## config.mk

```make
export PLATFORM = sky130hd
export DESIGN_NAME = apb_delayer_ratio
export DESIGN_NICKNAME = d
export VERILOG_FILES = /design/src/rtl/apb_delayer_ratio.sv
export SDC_FILE = /design/constraint.sdc
export NUM_CORES = 1
export LEC_CHECK = 0
export ABC_AREA = 1
export CELL_PAD_IN_SITES_DETAIL_PLACEMENT = 0
export CELL_PAD_IN_SITES_GLOBAL_PLACEMENT = 1
export CORE_ASPECT_RATIO = 1.1
export CORE_MARGIN = 2
export CORE_UTILIZATION = 35
export CTS_CLUSTER_SIZE = 14
export DETAILED_ROUTE_END_ITERATION = 6
export PLACE_DENSITY = 0.95
export SLEW_MARGIN = 20
export SYNTH_ARGS = -nofsm -noshare
export SYNTH_HDL_FRONTEND = slang
export SYNTH_SLANG_ARGS = --single-unit
export TNS_END_PERCENT = 50
```

## constraint.sdc

```tcl
create_clock -name clock -period 11.9 [get_ports clock]
set_input_delay 2.38 -clock clock [delete_from_list [all_inputs] [get_ports clock]]
set_output_delay 2.38 -clock clock [all_outputs]
set_load 0.03 [all_outputs]
```

## src/rtl/apb_delayer_ratio.sv

```systemverilog
// APB bridge that stretches each transfer to (device cycles x R_NUM / 2^FRAC_BITS).
// Define APB_DELAYER_RATIO_BYPASS_EN to add a per-transfer bypass input.
module apb_delayer_ratio #(
  parameter int ADDR_W    = 32,
  parameter int DATA_W    = 32,
  parameter int R_NUM     = 10,
  parameter int FRAC_BITS = 1,
  parameter int CNT_W     = 16
) (
  input  logic                clock,
  input  logic                reset,
`ifdef APB_DELAYER_RATIO_BYPASS_EN
  input  logic                bypass,
`endif
  input  logic [ADDR_W-1:0]   in_paddr,
  input  logic                in_psel,
  input  logic                in_penable,
  input  logic [2:0]          in_pprot,
  input  logic                in_pwrite,
  input  logic [DATA_W-1:0]   in_pwdata,
  input  logic [DATA_W/8-1:0] in_pstrb,
  output logic                in_pready,
  output logic [DATA_W-1:0]   in_prdata,
  output logic                in_pslverr,
  output logic [ADDR_W-1:0]   out_paddr,
  output logic                out_psel,
  output logic                out_penable,
  output logic [2:0]          out_pprot,
  output logic                out_pwrite,
  output logic [DATA_W-1:0]   out_pwdata,
  output logic [DATA_W/8-1:0] out_pstrb,
  input  logic                out_pready,
  input  logic [DATA_W-1:0]   out_prdata,
  input  logic                out_pslverr
);

  localparam int PW = CNT_W + $clog2(R_NUM + 1);
  localparam logic [CNT_W-1:0] CMAX  = '1;
  localparam logic [CNT_W-1:0] C_ONE = 1;
  localparam logic [PW:0]      P_ONE = 1;
  localparam logic [PW:0]      P_LIM = (PW+1)'(CMAX);

  typedef enum logic [1:0] {
    IDLE   = 2'd0,
    ACCESS = 2'd1,
    WAIT   = 2'd2,
    RESP   = 2'd3
  } state_t;

  state_t            state;
  logic [CNT_W-1:0]  n;
  logic [CNT_W-1:0]  wcnt;
  logic [CNT_W-1:0]  nf;
  logic [CNT_W-1:0]  wnext;
  logic [DATA_W-1:0] rdata_q;
  logic              slverr_q;
  logic              hs;
  logic              fwd;
  logic              byp;
  logic [PW:0]       nf_x;
  logic [PW:0]       prod;
  logic [PW:0]       dly;

`ifdef APB_DELAYER_RATIO_BYPASS_EN
  logic byp_q;

  // Latched at setup so a mid-transfer toggle cannot change the mode.
  always_ff @(posedge clock) begin
    if (reset) begin
      byp_q <= 1'b0;
    end else if (state == IDLE && in_psel) begin
      byp_q <= bypass;
    end
  end

  assign byp = byp_q;
`else
  assign byp = 1'b0;
`endif

  assign hs = (state == ACCESS) & in_psel & in_penable & out_pready;

  always_comb begin
    nf    = (n == CMAX) ? n : n + C_ONE;
    nf_x  = (PW+1)'(nf);
    prod  = (nf_x * (PW+1)'(R_NUM)) >> FRAC_BITS;
    dly   = (prod > nf_x + P_ONE) ? prod : nf_x + P_ONE;
    if (dly > P_LIM) dly = P_LIM;
    wnext = '0;
    if (dly >= nf_x + P_ONE) wnext = CNT_W'(dly - nf_x - P_ONE);
  end

  always_ff @(posedge clock) begin
    if (reset) begin
      state    <= IDLE;
      n        <= '0;
      wcnt     <= '0;
      rdata_q  <= '0;
      slverr_q <= 1'b0;
    end else begin
      unique case (state)
        IDLE: begin
          if (in_psel) begin
            state <= ACCESS;
            n     <= C_ONE;
          end
        end
        ACCESS: begin
          if (!in_psel) begin
            state <= IDLE;
            n     <= '0;
          end else if (hs && byp) begin
            state <= IDLE;
            n     <= '0;
          end else if (hs) begin
            n        <= nf;
            rdata_q  <= out_prdata;
            slverr_q <= out_pslverr;
            wcnt     <= wnext;
            state    <= (wnext != '0) ? WAIT : RESP;
          end else begin
            n <= nf;
          end
        end
        WAIT: begin
          wcnt <= wcnt - C_ONE;
          if (wcnt <= C_ONE) state <= RESP;
        end
        RESP: begin
          state <= IDLE;
          n     <= '0;
        end
      endcase
    end
  end

  assign fwd = (state == IDLE) | (state == ACCESS);

  always_comb begin
    out_paddr   = fwd ? in_paddr   : '0;
    out_psel    = fwd & in_psel;
    out_penable = fwd & in_penable;
    out_pprot   = fwd ? in_pprot   : '0;
    out_pwrite  = fwd & in_pwrite;
    out_pwdata  = fwd ? in_pwdata  : '0;
    out_pstrb   = fwd ? in_pstrb   : '0;
    in_pready   = 1'b0;
    in_prdata   = '0;
    in_pslverr  = 1'b0;
    if (state == RESP) begin
      in_pready  = 1'b1;
      in_prdata  = rdata_q;
      in_pslverr = slverr_q;
    end else if (byp && state == ACCESS) begin
      in_pready  = out_pready;
      in_prdata  = out_prdata;
      in_pslverr = out_pslverr;
    end
  end

endmodule

```

# == Word level (Yosys, flattened, before mapping) ==
# Cells that the tools add are included.
# W data, S select, Z words.
# totals
reg_bits,67
inputBits,110
out_inout_bits,108
# op_classes
add_sub_neg,5
multipliers,1
order_cmp,4
eq_ne,9
n_mux,23
bitwise_logic,7
reduce_logical,8
# op_table
cell,count
$mux W16,6
$mux W32,3
$pmux W16 S3,1
$mux W21,2
$pmux W16 S2,1
$sub A16 B1 Y16 const B,2
$ge A21 B17 Y1,1
$gt A19 B21 Y1,1
$gt A21 B16 Y1 const B,1
$mul A16 B3 Y19 const B,1
$add A16 B1 Y17 const B,1
$add A16 B1 Y16 const B,1
$eq A16 B16 Y1 const B,1
$le A16 B1 Y1 const B,1
$reduce_bool A16 Y1,1
$sub A16 B16 Y16,1
$reduce_and A3 Y1,3
$mux W2,4
$ne A2 B2 Y1 const B,4
$pmux W2 S4,1
$and A1 B1 Y1,6
$eq A2 B2 Y1 const B,2
$mux W4,1
$mux W1,3
8 further kinds,8

# == Longest topological paths before layout ==
# Gate-level depths: netlist of run 1.
# logic_depth
word_depth,15
depth_mapped,49
mapped_depth_nobuf,47

# == Worst setup path before layout of run 1 ==
# Ideal clock, no wire load.
# synth_timing
kind,reg-to-reg
startpoint,register n[0]
endpoint,register state[0]
setup_ps,70
arrival_ps,6248
required_ps,11830
slack_ps,5582
path_stages_with_launch,49
n_path_buf,2
period_less_slack_ps,6318
path_cell_list,dfxtp_1 -> ha_1 -> nand2_2 -> nor2_4 -> nand2_4 -> clkinv_2 -> nand2_4 -> buf_6 -> nand2_2 -> nand2_2 -> inv_1 -> ha_1 -> ha_1 -> inv_1 -> fa_1 -> inv_1 -> nand2_1 -> nand3_1 -> [... 13 more ...] -> clkbuf_1 -> o211ai_1 -> ha_1 -> a21o_1 -> nand3_1 -> nand2_1 -> a21oi_1 -> nor2_1 -> nor2_1 -> nor2_1 -> nor2_1 -> xor2_1 -> inv_1 -> o21ai_0 -> nand2_1 -> nor2_1 -> nand4_1 -> a21oi_1
# synth_between
elab_chain_cells,15
elab_cells_between_ends,18
classes_between,4 x add/sub; 1 x mul; 3 x order compare; 1 x eq/ne; 8 x mux; 1 x reduce/logical
# synth_rtl
item,line_no,rtl
start: declaration,51,logic [CNT_W-1:0] n;
start signal: assignment,116,n <= nf;
start signal: assignment,122,n <= nf;
$add A16 B1 Y16 or $eq A16 B16 Y1 (tied branches),84,nf = (n == CMAX) ? n : n + C_ONE;
$mux W16 *,84,
$mul A16 B3 Y19 or $add A16 B1 Y17 (tied branches),"86, 87, 90",
$gt A19 B21 Y1,87,dly = (prod > nf_x + P_ONE) ? prod : nf_x + P_ONE;
$mux W21,87,
$gt A21 B16 Y1,88,if (dly > P_LIM) dly = P_LIM;
$mux W21,88,
$sub A16 B16 Y16,90,if (dly >= nf_x + P_ONE) wnext = CNT_W'(dly - nf_x - P_ONE);
$sub A16 B1 Y16,90,
$mux W16 *,90,
$reduce_bool A16 Y1 *,120,state <= (wnext != '0) ? WAIT : RESP;
$mux W1 *,120,
$mux W2 *,115,end else if (hs) begin
$mux W2 *,109,if (!in_psel) begin
$pmux W2 S4 *,101,unique case (state)
end signal: assignment,120,
end: declaration,50,state_t state;
# Every way passes the cells marked *; elsewhere a longest branch is shown, timed or not. The select of a mux whose other input is x is not followed.
# A chain may end at the register's enable or synchronous reset.

# == Worst setup path after layout of run 1 ==
# layout_timing
startpoint,register n[1]
endpoint,register state[0]
# The elaborated chain is that of the path after synthesis.

==> summary.md, run 1 <==
| Metric | Value |
|---|---|
| Outcome | `finished, final reports clean` |
| Total number of yosys warnings | `0` |
| Number of port buffers | `217` |
| Startpoint Class | `flop` |
| PwrDens | `roughly 110 nW/um^2` |
| Finished Core Util | `0.487` |
| Pre-CTS worst setup slack | `5.08 ns` |
| Standard cell core area | `20,400 sq um` |
| Number of fillers in the final layout | `2,062` |
| Number of flops mapped to enable cells by yosys | `0` |
| Clk Latency, worst-skew pair | `0.33 ns` |
| Most common cell after layout, fill and taps aside | `sky130_fd_sc_hd__nand2_1` |
| Critical path arrival | `7.20 ns` |
| CTS Buf Count | `9` |
| Achievable Freq | `between 100 and 150 MHz` |
| Sequential cell area | `between 1000 and 1500 sq um` |
| Placer congestion estimate | `0.954` |
| Hold-fix buffers, CTS | `0` |
| Row count | `55` |
| Die Outline Area | `21,800 sq um` |
| Hold Fails Final Rpt | `0` |
| Vias per cell | `roughly 4.9` |
| Category of the most critical setup path | `flop to flop` |
| Wirelength, routed | `23,700 um` |
| Worst reg2reg endpoint | `state[0]$_SDFFE_PP0P_` |
| Library cells used by synthesis | `46` |
| R2R cell count | `44` |
| Cells after synthesis | `1,202` |
| Setup repair after global routing missed its margin | `false` |
| Max-slew violation count | `0` |
| Period utilization | `0.583` |
| H-Tree Level Count | `3` |
| Num ports | `218` |
| Sequential element share of the synthesized area | `0.185` |
| Antenna diode instance count | `0` |
| Most used cells in the layout excluding fill and tap cells | `sky130_fd_sc_hd__nand2_1, sky130_fd_sc_hd__clkdlybuf4s50_1, sky130_fd_sc_hd__inv_1` |
| Final routed DRC violation total | `0` |
| Number of detailed-routing iterations run before antenna repair | `5` |
| Most common cell type on the critical path | `sky130_fd_sc_hd__nand2_1` |
| Congestion Overflow GR | `0` |
| Net count after synthesis | `around 1,400` |
| Least setup slack across all paths after layout | `4.96 ns` |
| Count of cells along the worst hold path | `2` |
| Setup crit end kind | `flop` |
| Number of antenna violations at the first check in global routing | `0` |
| Clock root buffer | `sky130_fd_sc_hd__clkbuf_16` |
| Async set-or-reset flop fraction in the synthesized netlist | `0` |
| Slew Limit Headroom | `0.335` |
| Detailed route wirelength on metal2 | `11,300 um` |
| #FFs+latches synth | `67` |
| Initial standard-cell utilization of the core | `0.354` |
| Total area of multi-input combinational cells | `4940 sq um` |
| Synthesis-to-layout area growth | `37.6%` |
| Number of vias after detailed routing | `a little over 8,000` |
| Crit-path max FO | `27` |
| TritonCTS clock tree | `done` |
| TritonCTS sink count | `67` |
| Global-route total usage across every layer | `0.208` |
| Hold worst-path end | `rdata_q[19]$_SDFFE_PP0P_` |
| Maximum number of buffers from clock root to sink | `2` |
| Reg-to-Reg Start | `n[1]$_SDFFE_PP0P_` |
| Final number of setup-violating endpoints | `0` |
| Average footprint of a synthesized cell | `6.02 sq um` |
| Maximum Capacitance Violations | `0` |
| Top Metal Used | `met4` |
| Clock Skews | `0.00479 ns` |
| Transition time at the pin with the least slew margin | `between 0.9 and 1 ns` |
| IR Drop Worst-Case VDD | `0.0737 mV` |
| Post-CTS setup buffers | `0` |
| Iteration-0 DRC count of the detailed router | `approximately 600` |
| Worst setup slack for register-to-register paths | `4.96 ns` |
| Hold WC Path Type | `flop to flop` |
| First-pass GRT wire length | `37,500 um` |
| Vias in the first global route | `approximately 7,400` |
| Die outline width | `141 um` |
| Residual antenna-violating net count after detailed routing | `0` |
| HPWL after detailed placement | `18,900 um` |
| Slowest cell on the critical path | `sky130_fd_sc_hd__dfxtp_1` |
| Largest net degree at the start of global routing | `79` |
| Synth Cell Area | `7230 sq um` |
| Static leakage | `0.00465 uW` |
| Accumulated negative setup slack | `0 ns` |
| Routed metal-1 wire length | `10,700 um` |
| Die height | `155 um` |
| Most used DFF post-synth | `sky130_fd_sc_hd__dfxtp_1` |
| Final routed wire length divided by cell count | `14.3 um` |
| Layout cell share with drive strength beyond 1 | `0.0542` |
| Met3 WL post-DR | `1100 um` |
| Maximum cell stage delay along the critical path | `around 0.40 ns` |
| Gates resized, CTS repair | `0` |
| Final worst path period need | `approximately 6.9 ns` |
| Clock-pin slew reported for the worst setup and hold paths after clock tree synthesis | `0.06 ns` |
| CP required | `12.16 ns` |
| HP Start | `rdata_q[19]$_SDFFE_PP0P_` |
| Post-layout net count | `1,582` |
-- power by group --
part / switching, uW / leakage, uW / internal [uW]
logic: 342 / 0.00395 / 214
registers: 6.19 / 0.000543 / 233
clock network: 95.8 / 0.000159 / 194
-- flip-flops by register name, indices dropped and copies added (netlist names), named ones only --
signal	cells
slverr_q	1
state	1
rdata_q	32
n	16
wcnt	16
-- cell families (layout without fill, tap and decap cells) --
logic type               after synthesis  in the layout  synth area share
AND/OR/NAND/NOR                      550            550             0.332
buffers and inverters                252            452             0.133
XOR/XNOR                              42             42            0.0519
other                                  1              1          0.000518
adder cells (fa/ha/maj)               75             75             0.132
flip-flops                            67             67             0.185
AO/OA/AOI/OAI                        215            215             0.165
-- critical path, delay by kind of cell (launching register included) --
| family | cells | cell delay, ns |
|---|---|---|
| and+or+nand+nor | 25 | 2.52 |
| adders and majority gates | 6 | 1.80 |
| AOI/OAI and AO/OA | 6 | 1.16 |
| buffers and inverters | 5 | 0.58 |
| xor gates and xnor gates | 2 | 0.41 |
| DFF | 1 | 0.40 |
-- per-stage QoR --
stage | cells | instance area [sq um] | power [uW] | hold slack, ns
after floorplan | 1202 | 7230 | 627 | 0.430
after global placement | 1642 | 9620 | 789 | 0.439
after detailed placement | 1642 | 9620 | 792 | 0.444
after CTS | 1658 | 9950 | 1090 | 0.454
after global routing | 1658 | 9950 | 1170 | 0.470
final | 1658 | 9950 | 1090 | 0.451
-- cells in the mapped netlist, types with 9 or more instances --
| cell | instances | area share |
|---|---|---|
| sky130_fd_sc_hd__o211ai_1 | 25 | 0.026 |
| sky130_fd_sc_hd__xnor2_1 | 9 | 0.011 |
| sky130_fd_sc_hd__nand2_2 | 14 | 0.012 |
| sky130_fd_sc_hd__nand2_1 | 222 | 0.12 |
| sky130_fd_sc_hd__o21ai_0 | 66 | 0.046 |
| sky130_fd_sc_hd__xor2_1 | 32 | 0.039 |
| sky130_fd_sc_hd__nand3_1 | 53 | 0.037 |
| sky130_fd_sc_hd__a21oi_1 | 102 | 0.071 |
| sky130_fd_sc_hd__clkbuf_1 | 36 | 0.019 |
| sky130_fd_sc_hd__dfxtp_1 | 67 | 0.19 |
| sky130_fd_sc_hd__ha_1 | 73 | 0.13 |
| sky130_fd_sc_hd__nor3_1 | 11 | 0.0076 |
| sky130_fd_sc_hd__nand4_1 | 15 | 0.013 |
| sky130_fd_sc_hd__inv_1 | 207 | 0.11 |
| sky130_fd_sc_hd__nor2_1 | 193 | 0.10 |
-- cell type report --
cell class,count,area share
inverter,213,0.0806
sequential,67,0.135
tap,256,0.0322
multi-input combinational,883,0.496
clock buffer,12,0.0258
clock inverter,4,0.00729
timing repair buffer,223,0.223
-- how the worst max path moves through the flow --
| stage | startpoint | endpoint | slack [ns] | depth (start not counted) |
|---|---|---|---|---|
| finish | n[1]$_SDFFE_PP0P_ | state[0]$_SDFFE_PP0P_ | 4.96 | 44 |
| global placement | n[0]$_SDFFE_PP0P_ | state[0]$_SDFFE_PP0P_ | 5.21 | 46 |
| CTS | n[0]$_SDFFE_PP0P_ | state[0]$_SDFFE_PP0P_ | 5.05 | 46 |
| detailed placement | n[0]$_SDFFE_PP0P_ | state[0]$_SDFFE_PP0P_ | 5.08 | 46 |
| floorplan | n[0]$_SDFFE_PP0P_ | state[0]$_SDFFE_PP0P_ | 5.58 | 48 |
| global route | n[1]$_SDFFE_PP0P_ | state[0]$_SDFFE_PP0P_ | 4.18 | 45 |
-- metal layers --
metal,global-route usage,vias up
met1,0.271,3628
met5,0,-
li1,-,4215
met3,0.0260,34
met4,0.0600,0
met2,0.358,228
Power figures use the tool's default switching activity.
==> inputs of run 2 (changes only) <==
Settings changed: CORE_UTILIZATION 35 to 33, PLACE_DENSITY 0.95 to 0.91.
Clock period 11.9 ns to 7.2 ns, I/O delays scaled along.
==> run 2 against run 1 <==
  * Routed wire length rose by 3.9%
  * Critical path depth up 2
  * Critical endpoint unchanged
  * Final cell count up 2.5%
  * Sequential power up 65%
  * Clock-buffer cell count shrank 2
  * Setup slack worse by 4.4 ns
  * Sequential cell count is the same
  * First-iteration DRC count up 6.0%
  * Global-route usage is essentially flat
  * Maximum frequency grew 4.9%
  * Non-clock buffer count is 9 higher
  * Combinational power rose by 67%
==> summary.md, run 2 (synthesis results as in run 1) <==
| Metric | Value |
|---|---|
| Slew Limit Headroom | `0.386 (+0.0505)` |
| Largest net degree at the start of global routing | `78 (-1.3%)` |
| TritonCTS clock tree | `done` |
| Wirelength, routed | `24,600 um (+3.9%)` |
| Final worst path period need | `6.62 ns (-0.324 ns)` |
| Final routed DRC violation total | `0 (unchanged)` |
| Global Route met3 Usage | `0.0324 (+0.00637)` |
| Synthesis-to-layout area growth | `39.4%` |
| Outcome | `finished, final reports clean` |
| Static leakage | `0.00466 uW (+0.21%)` |
| Iteration-0 DRC count of the detailed router | `635 (+6.0%)` |
| Vias in the first global route | `7,796 (+4.9%)` |
| Leading registers by flop count | `rdata_q: 32 flops, n: 16 flops, wcnt: 16 flops` |
| HPWL after detailed placement | `19,600 um (+4.0%)` |
| Hold Fails Final Rpt | `0 (unchanged)` |
| Max-slew violation count | `0 (unchanged)` |
| Period utilization | `0.919 (+0.336)` |
| Hold WC Path Type | `flop to flop` |
| Num ports | `218 (unchanged)` |
| PwrDens | `174 nW/um^2 (+60%)` |
| Number of antenna violations at the first check in global routing | `0 (unchanged)` |
| Die height | `159 um (+2.9%)` |
| Post-route cell area | `10,100 sq um (+1.4%)` |
| Global-route total usage across every layer | `0.208 (+0.000235)` |
| Setup repair after global routing missed its margin | `false` |
| Hold-fix buffers, CTS | `0 (unchanged)` |
| TritonCTS sink count | `67 (unchanged)` |
| Setup crit end kind | `flop` |
| Crit-path max FO | `16 (-41%)` |
| First-pass GRT wire length | `39,800 um (+6.2%)` |
| CP required | `7.47 ns (-4.69 ns)` |
| Number of vias after detailed routing | `8,180 (+0.93%)` |
| Most flops, register | `rdata_q` |
| Die Outline Area | `23,100 sq um (+5.9%)` |
| Max FFs per register | `32 (unchanged)` |
| Total power of the final layout | `1760 uW (+62%)` |
| Vias per cell | `4.81 (-1.6%)` |
| H-Tree Level Count | `3 (unchanged)` |
| Grt met2 use | `0.360 (+0.00187)` |
| IR Drop Worst-Case VDD | `0.113 mV (+53%)` |
| Initial standard-cell utilization of the core | `0.337 (-0.0165)` |
| Accumulated negative setup slack | `0 ns (unchanged)` |
| Residual antenna-violating net count after detailed routing | `0 (unchanged)` |
| Met1 routing resource usage after global routing | `0.262 (-0.00906)` |
| Transition time at the pin with the least slew margin | `0.918 ns (-0.0755 ns)` |
| Clock-pin slew reported for the worst setup and hold paths after clock tree synthesis | `0.05 ns (about the same)` |
| Number of port buffers | `217 (unchanged)` |
| Maximum cell stage delay along the critical path | `0.40 ns (about the same)` |
| Congestion Overflow GR | `0 (unchanged)` |
| Standard cell core area | `21,400 sq um (+4.9%)` |
| Category of the most critical setup path | `flop to flop` |
| Post-layout net count | `1,591 (+0.57%)` |
| Number of detailed-routing iterations run before antenna repair | `5 (unchanged)` |
| Critical path arrival | `6.89 ns (-0.31 ns)` |
| Maximum Capacitance Violations | `0 (unchanged)` |
| Antenna diode instance count | `0 (unchanged)` |
| Final number of setup-violating endpoints | `0 (unchanged)` |
| Most Crowded Layer GR | `met2` |
| Row count | `56 (+1.8%)` |
| Slowest cell on the critical path | `sky130_fd_sc_hd__fa_1` |
| Placer congestion estimate | `0.920 (-3.6%)` |
| Most used cells in the layout excluding fill and tap cells | `sky130_fd_sc_hd__nand2_1, sky130_fd_sc_hd__clkdlybuf4s50_1, sky130_fd_sc_hd__inv_1` |
| Dpl cell area | `9700 sq um (+0.86%)` |
| Maximum number of buffers from clock root to sink | `2 (unchanged)` |
| Most common cell type on the critical path | `sky130_fd_sc_hd__nand2_1` |
| Achievable Freq | `151 MHz (+4.9%)` |
| Most common cell after layout, fill and taps aside | `sky130_fd_sc_hd__nand2_1` |
| Clock Skews | `0.00780 ns (+0.00301 ns)` |
| Die outline width | `145 um (+2.9%)` |
| Final routed wire length divided by cell count | `14.5 um (+1.3%)` |
| Clk Latency, worst-skew pair | `0.34 ns (about the same)` |
| Layout cell share with drive strength beyond 1 | `0.0674 (+0.0132)` |
| CTS Buf Count | `9 (unchanged)` |
| Startpoint Class | `flop` |
| Clock root buffer | `sky130_fd_sc_hd__clkbuf_16` |
-- run 2: cell count changes in the layout (fill, tap and decap cells not counted), moves of 2 or more --
cell and change:
sky130_fd_sc_hd__buf_4 +9, sky130_fd_sc_hd__clkbuf_8 -2, sky130_fd_sc_hd__dfxtp_1 -3, sky130_fd_sc_hd__dfxtp_2 +3, sky130_fd_sc_hd__nand2_8 +2, sky130_fd_sc_hd__nor2_1 -3
sky130_fd_sc_hd__nor2_2 +2
-- run 2: critical path: cells and delay by family, from the launching register on --
kind                     cells  cell delay [ns]
buffers and inverters        6             0.52
AO/OA/AOI/OAI                5             0.61
adder cells (fa/ha/maj)      6             1.72
XOR/XNOR                     2             0.33
flip-flops                   1             0.35
AND/OR/NAND/NOR             27             3.05
-- run 2: power breakdown --
part / switching (uW) / internal (uW)
registers: 11.0 / 386
logic: 565 / 364
clock network: 166 / 265
total: 742 / 1010
-- run 2: what timing repair did --
| action | in CTS | in global routing |
|---|---|---|
| gates resized for setup | 0 | 16 |
| endpoints found under the setup margin | 0 | 15 |
| setup buffers | 0 | 4 |
-- run 2: per-layer routing --
layer | wire [um] | share of wire
met1 | 10900 | 0.44
met2 | 11600 | 0.47
met3 | 1350 | 0.055
met4 | 659 | 0.027
met5 | 0 | 0
-- run 2: worst paths after layout --
path	start	to	slack [ns]	cells past startpoint
worst max-delay path	n[1]$_SDFFE_PP0P_	state[0]$_SDFFE_PP0P_	0.58	46
worst min-delay path	slverr_q$_SDFFE_PP0P_	slverr_q$_SDFFE_PP0P_	0.45	2
worst min register to register	slverr_q$_SDFFE_PP0P_	slverr_q$_SDFFE_PP0P_	0.45	2
worst max register to register	n[1]$_SDFFE_PP0P_	state[0]$_SDFFE_PP0P_	0.58	46
-- run 2: stage by stage --
| stage | std cells | utilization | worst slack [ns] | hold WS [ns] |
|---|---|---|---|---|
| finish | 1700 | 0.470 | 0.582 | 0.452 |
| detailed placement | 1681 | 0.452 | 0.324 | 0.444 |
| CTS | 1696 | 0.466 | 0.306 | 0.453 |
| global route | 1700 | 0.470 | 0.0288 | 0.473 |
| global placement | 1681 | 0.452 | 0.554 | 0.439 |
| floorplan | 1202 | - | 0.882 | 0.430 |
-- run 2: final cells by class --
type                            count  area [sq um]
Timing Repair Buffer              232          2280
Inverter                          213           805
Tap cell                          290           363
Fill cell                        2234         11400
Clock inverter                      5          55.1
Multi-Input combinational cell    883          5000
Clock buffer                       10           229
Sequential cell                    67          1350
